## config.mk

```make
export PLATFORM = sky130hd
export DESIGN_NAME = physics_div_arbiter_flat
export DESIGN_NICKNAME = d
export VERILOG_FILES = /design/src/rtl/physics_pkg.sv /design/src/rtl/physics_div_arbiter_if.sv /design/src/rtl/seq_divider.sv /design/src/rtl/physics_div_arbiter.sv /design/src/flat_wrapper.sv
export SDC_FILE = /design/constraint.sdc
export NUM_CORES = 1
export LEC_CHECK = 0
export BUFFER_PORTS_ARGS = -buffer_cell sky130_fd_sc_hd__buf_2
export CAP_MARGIN = 20
export CORE_UTILIZATION = 48
export DETAILED_ROUTE_END_ITERATION = 6
export PLACE_DENSITY = 0.72
export SYNTH_ARGS = -nofsm -noshare
export SYNTH_HDL_FRONTEND = slang
export SYNTH_SLANG_ARGS = --single-unit
```

## constraint.sdc

```tcl
create_clock -name clock -period 15.55 [get_ports clock]
set_input_delay 0.7775 -clock clock [delete_from_list [all_inputs] [get_ports clock]]
set_output_delay 0.7775 -clock clock [all_outputs]
set_load 0.01 [all_outputs]
```

## src/rtl/physics_pkg.sv

```systemverilog
// Shared types, constants and helpers for the physics divide arbiter slice.
// The round-robin grant search and magnitude helper live here so every block agrees on them.
package physics_pkg;

   localparam int DEF_NUM_REQ = 4;
   localparam int DEF_WIDTH   = 32;
   localparam int DEF_ID_W    = 2;

   localparam logic [DEF_WIDTH-1:0] SAT_POS = 32'h7FFF_FFFF;
   localparam logic [DEF_WIDTH-1:0] SAT_NEG = 32'h8000_0000;

   typedef enum logic [1:0] {
      IDLE   = 2'd0,
      DIVIDE = 2'd1,
      DONE   = 2'd2
   } state_t;

   // First asserted request after ptr, wrapping; returns ptr when nothing is requesting.
   function automatic logic [DEF_ID_W-1:0] rr_next(input logic [DEF_NUM_REQ-1:0] req,
                                                   input logic [DEF_ID_W-1:0]    ptr);
      logic                found;
      logic [DEF_ID_W-1:0] idx;
      rr_next = ptr;
      found   = 1'b0;
      for (int k = 1; k <= DEF_NUM_REQ; k++) begin
         idx = DEF_ID_W'((int'(ptr) + k) % DEF_NUM_REQ);
         if (!found && req[idx]) begin
            rr_next = idx;
            found   = 1'b1;
         end
      end
   endfunction

   // Unsigned magnitude; the most negative value maps onto itself read as unsigned.
   function automatic logic [DEF_WIDTH-1:0] magnitude(input logic [DEF_WIDTH-1:0] v);
      if (v[DEF_WIDTH-1]) begin
         magnitude = (~v) + {{(DEF_WIDTH-1){1'b0}}, 1'b1};
      end else begin
         magnitude = v;
      end
   endfunction

endpackage

```

## src/rtl/physics_div_arbiter_if.sv

```systemverilog
// Request/response bundle between the per-player physics units and the shared divider.
interface physics_div_arbiter_if
   import physics_pkg::*;
#(
   parameter int NUM_REQ = DEF_NUM_REQ,
   parameter int WIDTH   = DEF_WIDTH
);
   logic [NUM_REQ-1:0]       req_valid;
   logic [NUM_REQ*WIDTH-1:0] req_dividend;
   logic [NUM_REQ*WIDTH-1:0] req_divisor;
   logic [NUM_REQ-1:0]       req_ready;
   logic [NUM_REQ-1:0]       resp_valid;
   logic [WIDTH-1:0]         resp_quotient;
   logic                     resp_div_zero;
   logic                     resp_sat;
   logic                     busy;

   modport master (
      output req_valid, req_dividend, req_divisor,
      input  req_ready, resp_valid, resp_quotient, resp_div_zero, resp_sat, busy
   );

   modport slave (
      input  req_valid, req_dividend, req_divisor,
      output req_ready, resp_valid, resp_quotient, resp_div_zero, resp_sat, busy
   );
endinterface

```

## src/rtl/seq_divider.sv

```systemverilog
// Unsigned restoring divider: one quotient bit per cycle, WIDTH cycles per divide.
module seq_divider
   import physics_pkg::*;
#(
   parameter int WIDTH = DEF_WIDTH
) (
   input  logic             clock,
   input  logic             reset,
   input  logic             start,
   input  logic [WIDTH-1:0] dividend,
   input  logic [WIDTH-1:0] divisor,
   output logic             done,
   output logic [WIDTH-1:0] quotient
);
   localparam int              CNT_W = $clog2(WIDTH);
   localparam logic [CNT_W-1:0] LAST = CNT_W'(WIDTH - 1);

   logic             running_r;
   logic [CNT_W-1:0] cnt_r;
   logic [WIDTH-1:0] rem_r;
   logic [WIDTH-1:0] quo_r;
   logic [WIDTH-1:0] dvs_r;
   logic [WIDTH:0]   rem_sh_s;
   logic [WIDTH-1:0] diff_s;
   logic             fits_s;

   // Shift the next dividend bit into the partial remainder and trial-subtract.
   always_comb begin
      rem_sh_s = {rem_r, quo_r[WIDTH-1]};
      fits_s   = (rem_sh_s >= {1'b0, dvs_r});
      diff_s   = rem_sh_s[WIDTH-1:0] - dvs_r;
   end

   // Iteration state: the quotient register doubles as the dividend shifter.
   always_ff @(posedge clock or posedge reset) begin
      if (reset) begin
         running_r <= 1'b0;
         cnt_r     <= '0;
         rem_r     <= '0;
         quo_r     <= '0;
         dvs_r     <= '0;
      end else if (start) begin
         running_r <= 1'b1;
         cnt_r     <= '0;
         rem_r     <= '0;
         quo_r     <= dividend;
         dvs_r     <= divisor;
      end else if (running_r) begin
         rem_r <= fits_s ? diff_s : rem_sh_s[WIDTH-1:0];
         quo_r <= {quo_r[WIDTH-2:0], fits_s};
         cnt_r <= cnt_r + {{(CNT_W-1){1'b0}}, 1'b1};
         if (cnt_r == LAST) begin
            running_r <= 1'b0;
         end
      end
   end

   assign done     = running_r && (cnt_r == LAST);
   assign quotient = quo_r;
endmodule

```

## src/rtl/physics_div_arbiter.sv

```systemverilog
// Round-robin front end sharing one sequential divider among the player physics units;
// handles operand signs, zero-divisor and overflow saturation, and result routing.
module physics_div_arbiter
   import physics_pkg::*;
#(
   parameter int NUM_REQ = DEF_NUM_REQ,
   parameter int WIDTH   = DEF_WIDTH,
   parameter int ID_W    = DEF_ID_W
) (
   input  logic                  clock,
   input  logic                  reset,
   physics_div_arbiter_if.slave  bus
);
   state_t            state_r, state_s;
   logic [ID_W-1:0]   rr_ptr_r, tag_r, grant_s;
   logic [WIDTH-1:0]  dividend_r, divisor_r;
   logic [WIDTH-1:0]  sel_dividend_s, sel_divisor_s;
   logic [NUM_REQ-1:0] ready_s, resp_valid_s;
   logic [WIDTH-1:0]  quotient_s, div_quo_s;
   logic              div_zero_s, sat_s, accept_s, start_s, div_done_s, busy_r;

   assign grant_s        = rr_next(bus.req_valid, rr_ptr_r);
   assign sel_dividend_s = bus.req_dividend[grant_s*WIDTH +: WIDTH];
   assign sel_divisor_s  = bus.req_divisor[grant_s*WIDTH +: WIDTH];
   assign accept_s       = |ready_s;
   assign start_s        = accept_s && (sel_divisor_s != '0);

   seq_divider #(.WIDTH(WIDTH)) u_div (
      .clock    (clock),
      .reset    (reset),
      .start    (start_s),
      .dividend (magnitude(sel_dividend_s)),
      .divisor  (magnitude(sel_divisor_s)),
      .done     (div_done_s),
      .quotient (div_quo_s)
   );

   // Next state and the single-cycle grant; ready is held low while reset is applied.
   always_comb begin
      state_s = state_r;
      ready_s = '0;
      case (state_r)
         IDLE: begin
            if (!reset && (|bus.req_valid)) begin
               ready_s[grant_s] = 1'b1;
               state_s = (sel_divisor_s == '0) ? DONE : DIVIDE;
            end else begin
               state_s = IDLE;
            end
         end
         DIVIDE: begin
            if (div_done_s) begin
               state_s = DONE;
            end else begin
               state_s = DIVIDE;
            end
         end
         DONE:    state_s = IDLE;
         default: state_s = IDLE;
      endcase
   end

   // State, pointer and latched operands; the pointer moves only on an accepted request.
   always_ff @(posedge clock or posedge reset) begin
      if (reset) begin
         state_r    <= IDLE;
         rr_ptr_r   <= ID_W'(NUM_REQ - 1);
         tag_r      <= '0;
         dividend_r <= '0;
         divisor_r  <= '0;
         busy_r     <= 1'b0;
      end else begin
         state_r <= state_s;
         busy_r  <= (state_s != IDLE);
         if (accept_s) begin
            rr_ptr_r   <= grant_s;
            tag_r      <= grant_s;
            dividend_r <= sel_dividend_s;
            divisor_r  <= sel_divisor_s;
         end
      end
   end

   // Signed result assembly; everything is decoded from registers and gated by DONE.
   always_comb begin
      resp_valid_s = '0;
      quotient_s   = '0;
      div_zero_s   = 1'b0;
      sat_s        = 1'b0;
      if (state_r == DONE) begin
         resp_valid_s[tag_r] = 1'b1;
         if (divisor_r == '0) begin
            quotient_s = dividend_r[WIDTH-1] ? SAT_NEG : SAT_POS;
            div_zero_s = 1'b1;
            sat_s      = 1'b1;
         end else if ((dividend_r == SAT_NEG) && (divisor_r == '1)) begin
            quotient_s = SAT_POS;
            sat_s      = 1'b1;
         end else if (dividend_r[WIDTH-1] ^ divisor_r[WIDTH-1]) begin
            quotient_s = (~div_quo_s) + {{(WIDTH-1){1'b0}}, 1'b1};
         end else begin
            quotient_s = div_quo_s;
         end
      end else begin
         resp_valid_s = '0;
      end
   end

   assign bus.req_ready     = ready_s;
   assign bus.resp_valid    = resp_valid_s;
   assign bus.resp_quotient = quotient_s;
   assign bus.resp_div_zero = div_zero_s;
   assign bus.resp_sat      = sat_s;
   assign bus.busy          = busy_r;
endmodule

```

## src/flat_wrapper.sv

```systemverilog
// flat-port wrapper written by rule: the top's interface ports become plain ports
module physics_div_arbiter_flat import physics_pkg::*;
#(
   parameter int NUM_REQ = DEF_NUM_REQ,
   parameter int WIDTH   = DEF_WIDTH,
   parameter int ID_W    = DEF_ID_W
)
  (clock, reset, bus_req_valid, bus_req_dividend, bus_req_divisor, bus_req_ready, bus_resp_valid, bus_resp_quotient, bus_resp_div_zero, bus_resp_sat, bus_busy);
  physics_div_arbiter_if #(.NUM_REQ(NUM_REQ), .WIDTH(WIDTH)) bus_i ();
  input  logic clock;
  input  logic reset;
  input wire logic [$bits(bus_i.req_valid)-1:0] bus_req_valid;
  input wire logic [$bits(bus_i.req_dividend)-1:0] bus_req_dividend;
  input wire logic [$bits(bus_i.req_divisor)-1:0] bus_req_divisor;
  output wire logic [$bits(bus_i.req_ready)-1:0] bus_req_ready;
  output wire logic [$bits(bus_i.resp_valid)-1:0] bus_resp_valid;
  output wire logic [$bits(bus_i.resp_quotient)-1:0] bus_resp_quotient;
  output wire logic [$bits(bus_i.resp_div_zero)-1:0] bus_resp_div_zero;
  output wire logic [$bits(bus_i.resp_sat)-1:0] bus_resp_sat;
  output wire logic [$bits(bus_i.busy)-1:0] bus_busy;
  assign bus_i.req_valid = bus_req_valid;
  assign bus_i.req_dividend = bus_req_dividend;
  assign bus_i.req_divisor = bus_req_divisor;
  assign bus_req_ready = bus_i.req_ready;
  assign bus_resp_valid = bus_i.resp_valid;
  assign bus_resp_quotient = bus_i.resp_quotient;
  assign bus_resp_div_zero = bus_i.resp_div_zero;
  assign bus_resp_sat = bus_i.resp_sat;
  assign bus_busy = bus_i.busy;
  physics_div_arbiter #(.NUM_REQ(NUM_REQ), .WIDTH(WIDTH), .ID_W(ID_W)) u_core (.clock(clock), .reset(reset), .bus(bus_i));
endmodule
```

Word level (Yosys, flattened, before mapping)
Cells that the tools add are included.

Bits in registers: 173. Output and inout bits: 43. Logic and storage cells: 109.

$add $sub $neg: 9. Order comparisons: 9. Equality and inequality tests: 5. Shift operators: 2. Multiplexer cells: 48. Bitwise operators: 4. Reduce and logical (&&, ||, !) cells: 21.

Operators by type and width (number): $mux W32 (12); $shiftx A128 B8 Y32 (2); $add A32 B1 Y32 const B (3); $not A32 Y32 (3); $eq A32 B32 Y1 const B (2); $logic_not A32 Y1 (2); $ge A33 B32 Y1 (1); $reduce_bool A32 Y1 (1); $sub A32 B32 Y32 (1); $lt A2 B3 Y1 const B (6); $mux W1 (17); $mux W2 (7); $mux W4 (3); $mux W5 (2); $logic_and A1 B1 Y1 (9); $bmux W1 S2 (4); $reduce_or A4 Y1 (2); $add A5 B1 Y5 const B (1); $eq A5 B5 Y1 const B (1); $add A2 B1 Y2 const B (2); $add A2 B2 Y2 const B (2); $demux W1 S2 (2); $ge A2 B1 Y1 const B (2); $logic_not A1 Y1 (4); other kinds (6) (7).

Longest topological paths before layout
Gate-level depths: netlist of run 1.

Depth after elaboration: 22. Gate-level depth with buffers: 21. Gate-level depth less buffers: 13.

Modules after synthesis
A second synthesis of run 1 with hierarchy kept.

Cell total of the unflattened synthesis: 1777. Area total of the unflattened synthesis: 13822.0 um^2.

By module, submodules not included: physics_div_arbiter (instances 1, cells an instance 1051, area an instance 7448.4 um^2); seq_divider (instances 1, cells an instance 726, area an instance 6373.6 um^2).

Least setup slack after synthesis of run 1
Ideal clock, no wire load.

Path type: in2reg. From: in bus_req_valid[3]. To: reg u_core.u_div.quo_r[28], in the netlist u_core.u_div.quotient[28]. Library setup time: 127 ps. Data arrival time: 4131 ps. Data required time: 15423 ps. Path slack: 11292 ps. Stages: 20. Buffers on the path: 8. Cell sequence: buf_2 nand3b_1 a31oi_2 buf_6 buf_12 buf_12 buf_12 buf_8 mux2i_1 mux2_2 ha_1 inv_1 or3_1 nor4_4 and2_1 buf_4 a21oi_4 buf_2 a211oi_1 a21oi_1.

Word-level cells in the longest chain between the ends: 21. Elaborated cells between the ends (all ways): 40. Classes of those cells: add/sub: 1; order compare: 2; shift: 2; mux: 21; bitwise: 1; reduce/logical: 13.

Ends and longest elaborated chain: start, declared (RTL line flat_wrapper.sv:12) `input wire logic [$bits(bus_i.req_valid)-1:0] bus_req_valid;`; parallel branches: the longest is 21 deep, another holds $bmux W1 S2; end signal, assigned (RTL line seq_divider.sv:46) `quo_r <= dividend;`; end signal, assigned (RTL line seq_divider.sv:50) `quo_r <= {quo_r[WIDTH-2:0], fits_s};`; end, declared (RTL line seq_divider.sv:21) `logic [WIDTH-1:0] quo_r;`.

Several ways; the timed one is not identified. The select of a mux whose other input is x is not followed. A chain may end at the register's enable or synchronous reset.

Worst setup path after layout of run 1
From: reg u_core.rr_ptr_r[1]. To: reg u_core.u_div.dvs_r[9].

Word-level cells in the longest chain between the ends: 21. Elaborated cells between the ends (all ways): 39. Classes of those cells: add/sub: 5; order compare: 2; shift: 1; mux: 20; bitwise: 1; reduce/logical: 10.

Ends and longest elaborated chain: start, declared (RTL line physics_div_arbiter.sv:15) `logic [ID_W-1:0] rr_ptr_r, tag_r, grant_s;`; start signal, assigned (RTL line physics_div_arbiter.sv:67) `rr_ptr_r <= ID_W'(NUM_REQ - 1);`; start signal, assigned (RTL line physics_div_arbiter.sv:76) `rr_ptr_r <= grant_s;`; $add A2 B1 Y2 (RTL line physics_pkg.sv:26) `idx = DEF_ID_W'((int'(ptr) + k) % DEF_NUM_REQ);`; $bmux W1 S2 (RTL line physics_pkg.sv:27) `if (!found && req[idx]) begin`; $mux W1 (implied by the code) (RTL line physics_pkg.sv:27); $mux W1 (RTL line physics_pkg.sv:27); $logic_not A1 Y1 (RTL line physics_pkg.sv:27); $logic_and A1 B1 Y1 (RTL line physics_pkg.sv:27); $mux W1 (RTL line physics_pkg.sv:27); $logic_not A1 Y1 (RTL line physics_pkg.sv:27); $logic_and A1 B1 Y1 (RTL line physics_pkg.sv:27); $mux W1 (RTL line physics_pkg.sv:27); $logic_not A1 Y1 (RTL line physics_pkg.sv:27); $logic_and A1 B1 Y1 (RTL line physics_pkg.sv:27); $mux W2 (*) (RTL line physics_pkg.sv:27); parallel branches: the longest is 8 deep, another holds $add A32 B1 Y32; end signal, assigned (RTL line seq_divider.sv:47) `dvs_r <= divisor;`; end, declared (RTL line seq_divider.sv:22) `logic [WIDTH-1:0] dvs_r;`.

Every way passes the cells marked *. The select of a mux whose other input is x is not followed.

==> impl_summary.log, run 1 <==
INFO  metric outcome = finished, final reports clean
INFO  metric cts_tree = built
INFO  metric p_per_area = 252 mW/mm^2
INFO  metric antenna_found_initial = 1
INFO  metric antenna_violating_nets_post_route = 0
INFO  metric finalNonFillerCells = 2327
INFO  metric net_count_synth = 1994
INFO  metric drv.max_cap_violation_count = 0
INFO  metric critPathRequiredTime = 15.90 ns
INFO  metric number_of_synthesized_flops_with_an_enable_pin = 0
INFO  metric clkSinkCount = 173
INFO  metric p_leak = 7.76 nW
INFO  metric grt_first_pass_wirelength = 66000 um
INFO  metric clock_power_share = 10.6%
INFO  metric cts.path.max_buffers = 2
INFO  metric post_detail_place_hpwl = 31400 um
INFO  metric startpoint_type = register
INFO  metric crit_arrival = 5.43 ns
INFO  metric synthesized_instance_count = 1694
INFO  metric min_path_type = register to register
INFO  metric nets = 2235
INFO  metric core-area = 0.0282 sq mm
INFO  metric grt_setup_unrepaired = no
INFO  metric floorplan.initialDensity = 49.4%
INFO  metric cp-end-kind = register
INFO  metric cts_htree_levels = 4
INFO  metric setup_violations = 0
INFO  metric cts_repair_resize_count = 0
INFO  metric first_iter_violations = 1254
INFO  metric cts-buffers-inserted = 17
INFO  metric vias = 13300
INFO  metric post_cts_hold_buffer_count = 0
INFO  metric timing_worst_slew_pin_value = 0.997 ns
INFO  metric boundaryPins = 305
INFO  metric port_buffers = 304
INFO  metric timing.final.max_slew_violations = 0
INFO  metric routed_wirelength = 41700 um
INFO  metric yosysSeqAreaShare = 31.1%
INFO  metric synthDistinctLibCells = 90
INFO  metric async_reset_ff_share = 100%
INFO  metric achievable_frequency = 197 MHz
INFO  metric num_rows = 61
INFO  metric drt_drc_violations_left = 0
INFO  metric placedCellCount = 2290
INFO  metric vdd_drop_max = 0.000169 V
INFO  metric layout.core_utilization = 57.1%
INFO  metric power.sequential.fraction = 22.7%
INFO  metric finalSetupTns = 0 ns
INFO  metric fin_ws = 10.47 ns
INFO  metric detail_route.first_pass.iterations = 5
INFO  metric dieWidth = 172 um
INFO  metric post_cts_buffers = 0
INFO  metric timing_worst_setup_path_type = register to register
INFO  metric cts.clk_slew.worst_paths = 0.07 ns
INFO  metric die_area = 0.0297 sq mm
INFO  metric most_instantiated_flip_flop_cell_in_the_synthesis_netlist = dfrtp_1
INFO  metric routed_via_density = 5.73
INFO  metric critical_path_peak_fanout = 92
INFO  metric synth.cell_area = 0.0139 sq mm
INFO  metric period_utilization_post_route = 32.7%
INFO  metric power_switching = 2.00 mW
INFO  metric layout-area-overhead-vs-synth = 15.7%
INFO  metric slew_headroom = 33.5%
INFO  metric grt_overflow = 0
INFO  metric internal_power = 2.05 mW
INFO  metric worst_skew_pair.late_latency = 0.44 ns
INFO  metric report.final.hold_viol_count = 0
INFO  metric flip_flop_and_latch_count_after_synthesis = 173
INFO  metric die_y = 172 um
INFO  metric pwr-share-comb = 66.7%
INFO  metric dpl_worst_slack = 9.89 ns
INFO  metric period_needed = 5.08 ns
INFO  metric clock-root-buffer = clkbuf_16
INFO  metric postSynthAreaPerCell = 8.21 sq um
INFO  metric maximum_clock_skew_at_final_layout = 0.0110 ns
INFO  metric wl_per_cell = 17.9 um
INFO  metric gr-usage-all-layers = 28.4%
INFO  metric place_congestion = 0.912
INFO  metric layout-drive-gt1-share = 22.7%
INFO  metric synth.yosys.warnings = 0
INFO  metric number_of_global_route_vias_before_repair = 12400
INFO  metric grt_max_degree = 108
INFO  metric switching_share = 49.4%
layout by cell type (no fill, tap or decap), types with 27 or more instances in the layout:
master	Yosys	layout
a211oi_1	32	32
a21o_1	29	29
a21oi_1	128	128
a31oi_1	31	30
buf_2	13	304
dfrtp_1	171	170
ha_1	37	37
inv_1	50	49
mux2i_1	106	106
nand2_1	290	290
nand3_1	49	49
nor2_1	125	125
nor2b_1	27	27
o21ai_0	101	101
xnor2_1	69	69
xor2_1	44	44
cells by family (layout without fill, tap and decap cells):
kind of cell | after synthesis | count (layout) | synth area share [%]
AO/OA/AOI/OAI | 427 | 427 | 19.9
XOR/XNOR | 113 | 113 | 7.11
buffers and inverters | 153 | 407 | 5.91
other | 0 | 1 | 0
multiplexers | 127 | 127 | 9.36
AND/OR/NAND/NOR | 663 | 663 | 23.1
adder cells (fa/ha/maj) | 38 | 38 | 3.47
flip-flops | 173 | 173 | 31.1
power by group through the flow:
stage / clock, mW / combinational (mW) / sequential (mW)
after floorplan: 0 / 2.19 / 0.831
after global placement: 0 / 2.59 / 0.911
after detailed placement: 0 / 2.65 / 0.918
after CTS: 0.432 / 2.66 / 0.915
after global routing: 0.451 / 3.00 / 0.951
final: 0.428 / 2.70 / 0.921
per-layer routing:
metal  global-route usage, %  part of all wire, %  vias up
met3                    4.14                  6.6       65
met2                    42.4                   44      516
li1                        -                    -     6486
met1                    41.8                   47     6259
met5                       0                    0        -
met4                    9.50                  2.4        0
area by class of cell:
class | count | area (sq um)
fill | 2552 | 12100
sequential | 173 | 4340
clock buffer | 19 | 433
tap | 378 | 473
inverter | 50 | 193
clock inverter | 13 | 143
timing repair buffer | 325 | 1730
multi-input combinational | 1368 | 8780
antenna | 1 | 2.50
flip-flops by register name, summed over array words and instances, names as in the netlist:
| signal | cells |
|---|---|
| u_core.u_div.running_r | 1 |
| u_core.state_r | 2 |
| u_core.bus.busy | 1 |
| u_core.u_div.cnt_r | 5 |
| u_core.u_div.dvs_r | 32 |
| u_core.dividend_r | 32 |
| u_core.divisor_r | 32 |
| u_core.tag_r | 2 |
| u_core.u_div.quotient | 32 |
| u_core.rr_ptr_r | 2 |
| u_core.u_div.rem_r | 32 |
per-stage QoR:
| step | cell area [sq um] | power, mW | hold slack (ns) |
|---|---|---|---|
| floorplan | 13900 | 3.02 | 0.441 |
| global placement | 15400 | 3.50 | 0.457 |
| detailed placement | 15400 | 3.57 | 0.464 |
| CTS | 16000 | 4.01 | 0.481 |
| global route | 16100 | 4.40 | 0.491 |
| finish | 16100 | 4.05 | 0.478 |
synth_stat cells (13+ instances only):
cell      instances  area [sq um]
ha_1             37           463
nor2_1          125           469
a211oi_1         32           240
dfrtp_1         171          4280
nor2b_1          27           169
clkbuf_1         60           225
mux2i_1         106          1060
inv_1            50           188
xor2_1           44           385
a21oi_1         128           641
a211oi_2         17           213
xnor2_1          69           604
mux2_2           19           214
a31oi_1          31           194
o21ai_0         101           505
nand3_1          49           245
a21o_1           29           218
and3_1           22           138
nor3_1           26           130
buf_6            14           158
buf_2            13          65.1
nand2_1         290          1090
nand4_1          16           100
nor4_1           24           150
nand2b_1         14          87.6
worst max-delay path: stages, from the launching register on:
cell and delay, ns:
dfstp_2 0.62, mux2i_2 0.31, o2bb2ai_2 0.22, nor2_4 0.64
buf_4 0.56, nand2_1 0.10, a31oi_1 0.49, nor4_1 0.15
and2_1 0.29, a21oi_4 0.18, buf_4 0.47, buf_4 0.31
buf_16 0.35, nor2_1 0.09, a21oi_1 0.15
path summary, 6_finish.rpt:
check	end	cells past startpoint	start	slack (ns)
worst max-delay path	u_core.u_div.dvs_r[9]	14	u_core.rr_ptr_r[1]	10.47
worst min-delay path	u_core.dividend_r[5]	2	u_core.dividend_r[5]	0.48
worst max register to register	u_core.u_div.dvs_r[9]	14	u_core.rr_ptr_r[1]	10.47
worst min register to register	u_core.dividend_r[5]	2	u_core.dividend_r[5]	0.48
max in group asynchronous	u_core.rr_ptr_r[1]	4	reset	13.80
min in group asynchronous	u_core.u_div.rem_r[29]	2	reset	0.58
No activity file was read; power rests on OpenSTA's default activity.
==> run 2: changes to the inputs <==
Clock period 15.55 ns to 4.8 ns, I/O delays scaled along.
==> run 2 against run 1 <==
Against the previous run:
- die area is the same
- largest cell class unchanged
- core utilization is 0.95 points higher
- global-route usage decreased by 0.27 points
- count of clock-buffer cells in the layout fell by 2
- maximum frequency is 15% higher
- flip-flop and latch count did not move
- cell count grew 1.2%
- non-clock buffer count grew 30
- setup slack got worse by 10 ns
==> impl_summary.log, run 2 (synthesis gave the netlist of run 1 again) <==
INFO  metric outcome = finished, final reports clean
INFO  metric cts.path.max_buffers = 2
INFO  metric vias = 13300
INFO  metric globalRoute.busiestLayer = met2
INFO  metric number_of_global_route_vias_before_repair = 12700
INFO  metric internal_power = 6.85 mW
INFO  metric clock_power_share = 10.7%
INFO  metric pwr-share-comb = 66.9%
INFO  metric post_detail_place_hpwl = 31000 um
INFO  metric layout_common_cells = 304 x buf_2, 290 x nand2_1, 170 x dfrtp_1
INFO  metric finalSetupTns = 0 ns
INFO  metric critPathRequiredTime = 5.11 ns
INFO  metric grt_max_degree = 149
INFO  metric floorplan.initialDensity = 49.4%
INFO  metric place_congestion = 0.914
INFO  metric worst_skew_pair.late_latency = 0.44 ns
INFO  metric cts_repair_resize_count = 0
INFO  metric switching_share = 49.1%
INFO  metric detail_route.first_pass.iterations = 7
INFO  metric min_path_type = primary input to register
INFO  metric layout-area-overhead-vs-synth = 17.6%
INFO  metric power.sequential.fraction = 22.4%
INFO  metric dpl_worst_slack = 0.236 ns
INFO  metric crit_arrival = 4.71 ns
INFO  metric slew_headroom = 31.8%
INFO  metric grt_overflow = 0
INFO  metric layout-drive-gt1-share = 23.9%
INFO  metric worst_path_cell_with_the_longest_stage_delay = dfstp_2
INFO  metric cells_along_the_critical_path = nand3b_1 > a31oi_4 > buf_4 > mux2i_1 > mux2i_1 > or3_1 > nor4_4 > and2_1 > a21oi_4 > buf_12 > buf_4 > a211oi_1 > a21oi_1
INFO  metric num_rows = 61
INFO  metric period_utilization_post_route = 91.7%
INFO  metric drt_drc_violations_left = 0
INFO  metric grt_setup_unrepaired = no
INFO  metric clock-root-buffer = clkbuf_16
INFO  metric critical-path-top-delay-family = simple AND/OR/NAND/NOR gates
INFO  metric layout.filler_cells = 2559
INFO  metric cts-buffers-inserted = 17
INFO  metric met2_global_route_usage = 44.6%
INFO  metric die_y = 172 um
INFO  metric antenna_found_initial = 0
INFO  metric grt_first_pass_wirelength = 66000 um
INFO  metric most_common_library_cell_in_the_layout_ignoring_fill_and_taps = buf_2
INFO  metric period_needed = 4.40 ns
INFO  metric vdd_drop_max = 0.000560 V
INFO  metric p_leak = 7.92 nW
INFO  metric gr-usage-all-layers = 28.1%
INFO  metric antenna_violating_nets_post_route = 0
INFO  metric cp-end-kind = register
INFO  metric maximum_clock_skew_at_final_layout = 0.0136 ns
INFO  metric regArea = 0.00434 sq mm
INFO  metric groute.layer.met3.usage = 3.30%
INFO  metric critPathBufInv = 3
INFO  metric cts.clk_slew.worst_paths = 0.07 ns
INFO  metric dieWidth = 172 um
INFO  metric startpoint_type = register
INFO  metric setup_violations = 0
INFO  metric drv.max_cap_violation_count = 0
INFO  metric p_per_area = 822 mW/mm^2
INFO  metric cts_htree_levels = 4
INFO  metric achievable_frequency = 227 MHz
INFO  metric fin_ws = 0.400 ns
INFO  metric report.final.hold_viol_count = 0
INFO  metric die_area = 0.0297 sq mm
INFO  metric met1_usage = 41.1%
INFO  metric core-area = 0.0282 sq mm
INFO  metric power_switching = 6.60 mW
INFO  metric port_buffers = 304
INFO  metric wl_per_cell = 17.3 um
INFO  metric multiInputGateArea = 0.00878 sq mm
INFO  metric critical_path_peak_fanout = 42
INFO  metric routed_wirelength = 40800 um
INFO  metric cts_tree = built
INFO  metric timing_worst_setup_path_type = register to register
INFO  metric critical-path-max-stage-delay = 0.62 ns
INFO  metric boundaryPins = 305
INFO  metric routed_via_density = 5.64
INFO  metric nets = 2265
INFO  metric clkSinkCount = 173
INFO  metric timing_worst_slew_pin_value = 1.02 ns
INFO  metric first_iter_violations = 1146
INFO  metric antennaDiodeCount = 0
INFO  metric timing.final.max_slew_violations = 0
run 2: cell type report:
cell class	instances	area share (%)
Clock buffer	17	2.60
Clock inverter	15	1.12
Inverter	50	1.17
Multi-Input combinational cell	1368	53.7
Sequential cell	173	26.5
Tap cell	378	2.89
Timing Repair Buffer	355	12.0
run 2: worst paths after layout:
check / endpoint / slack (ns) / startpoint / cells past startpoint
min reg2reg: u_core.dividend_r[1] / 0.48 / u_core.dividend_r[1] / 2
max reg2reg: u_core.u_div.quotient[9] / 0.40 / u_core.rr_ptr_r[1] / 13
max: u_core.u_div.quotient[9] / 0.40 / u_core.rr_ptr_r[1] / 13
max in group asynchronous: u_core.u_div.running_r / 3.12 / reset / 4
min: u_core.dividend_r[28] / 0.30 / bus_req_dividend[28] / 5
min in group asynchronous: u_core.u_div.dvs_r[21] / 0.48 / reset / 3
run 2: timing repair:
item | 4_1_cts | 5_1_grt
hold endpoints to repair | 25 | 0
endpoints found under the setup margin | 0 | 1
setup buffers | 0 | 5
hold buffers | 1 | 0
run 2: worst min-delay path: stages:
cell,delay (ns)
buf_2,0.09
nand2_1,0.05
a31oi_1,0.17
nand2_1,0.09
nand2_1,0.05
run 2: through the flow:
step                      power, mW  util [%]  std cells  hold WS (ns)  cell area [sq um]
after floorplan                9.77         -       1694         0.441              13900
after global placement         11.6      55.6       2317         0.395              15700
after detailed placement       11.8      55.6       2317         0.388              15700
after CTS                      13.3      57.8       2350         0.281              16300
after global routing           14.6      58.1       2356         0.323              16400
final                          13.5      58.1       2356         0.299              16400
run 2: power by group through the flow:
stage | Combinational [mW] | Sequential, mW | Clock [mW]
finish | 9.00 | 3.01 | 1.44
detailed placement | 8.80 | 3.00 | 0
global placement | 8.59 | 2.98 | 0
floorplan | 7.08 | 2.69 | 0
CTS | 8.87 | 2.99 | 1.45
global route | 9.94 | 3.12 | 1.51
run 2: layer usage:
| metal | vias up | wire length, um |
|---|---|---|
| li1 | 6541 | - |
| met1 | 6324 | 19500 |
| met2 | 388 | 18900 |
| met5 | - | 0 |
| met4 | 0 | 492 |
| met3 | 31 | 1940 |
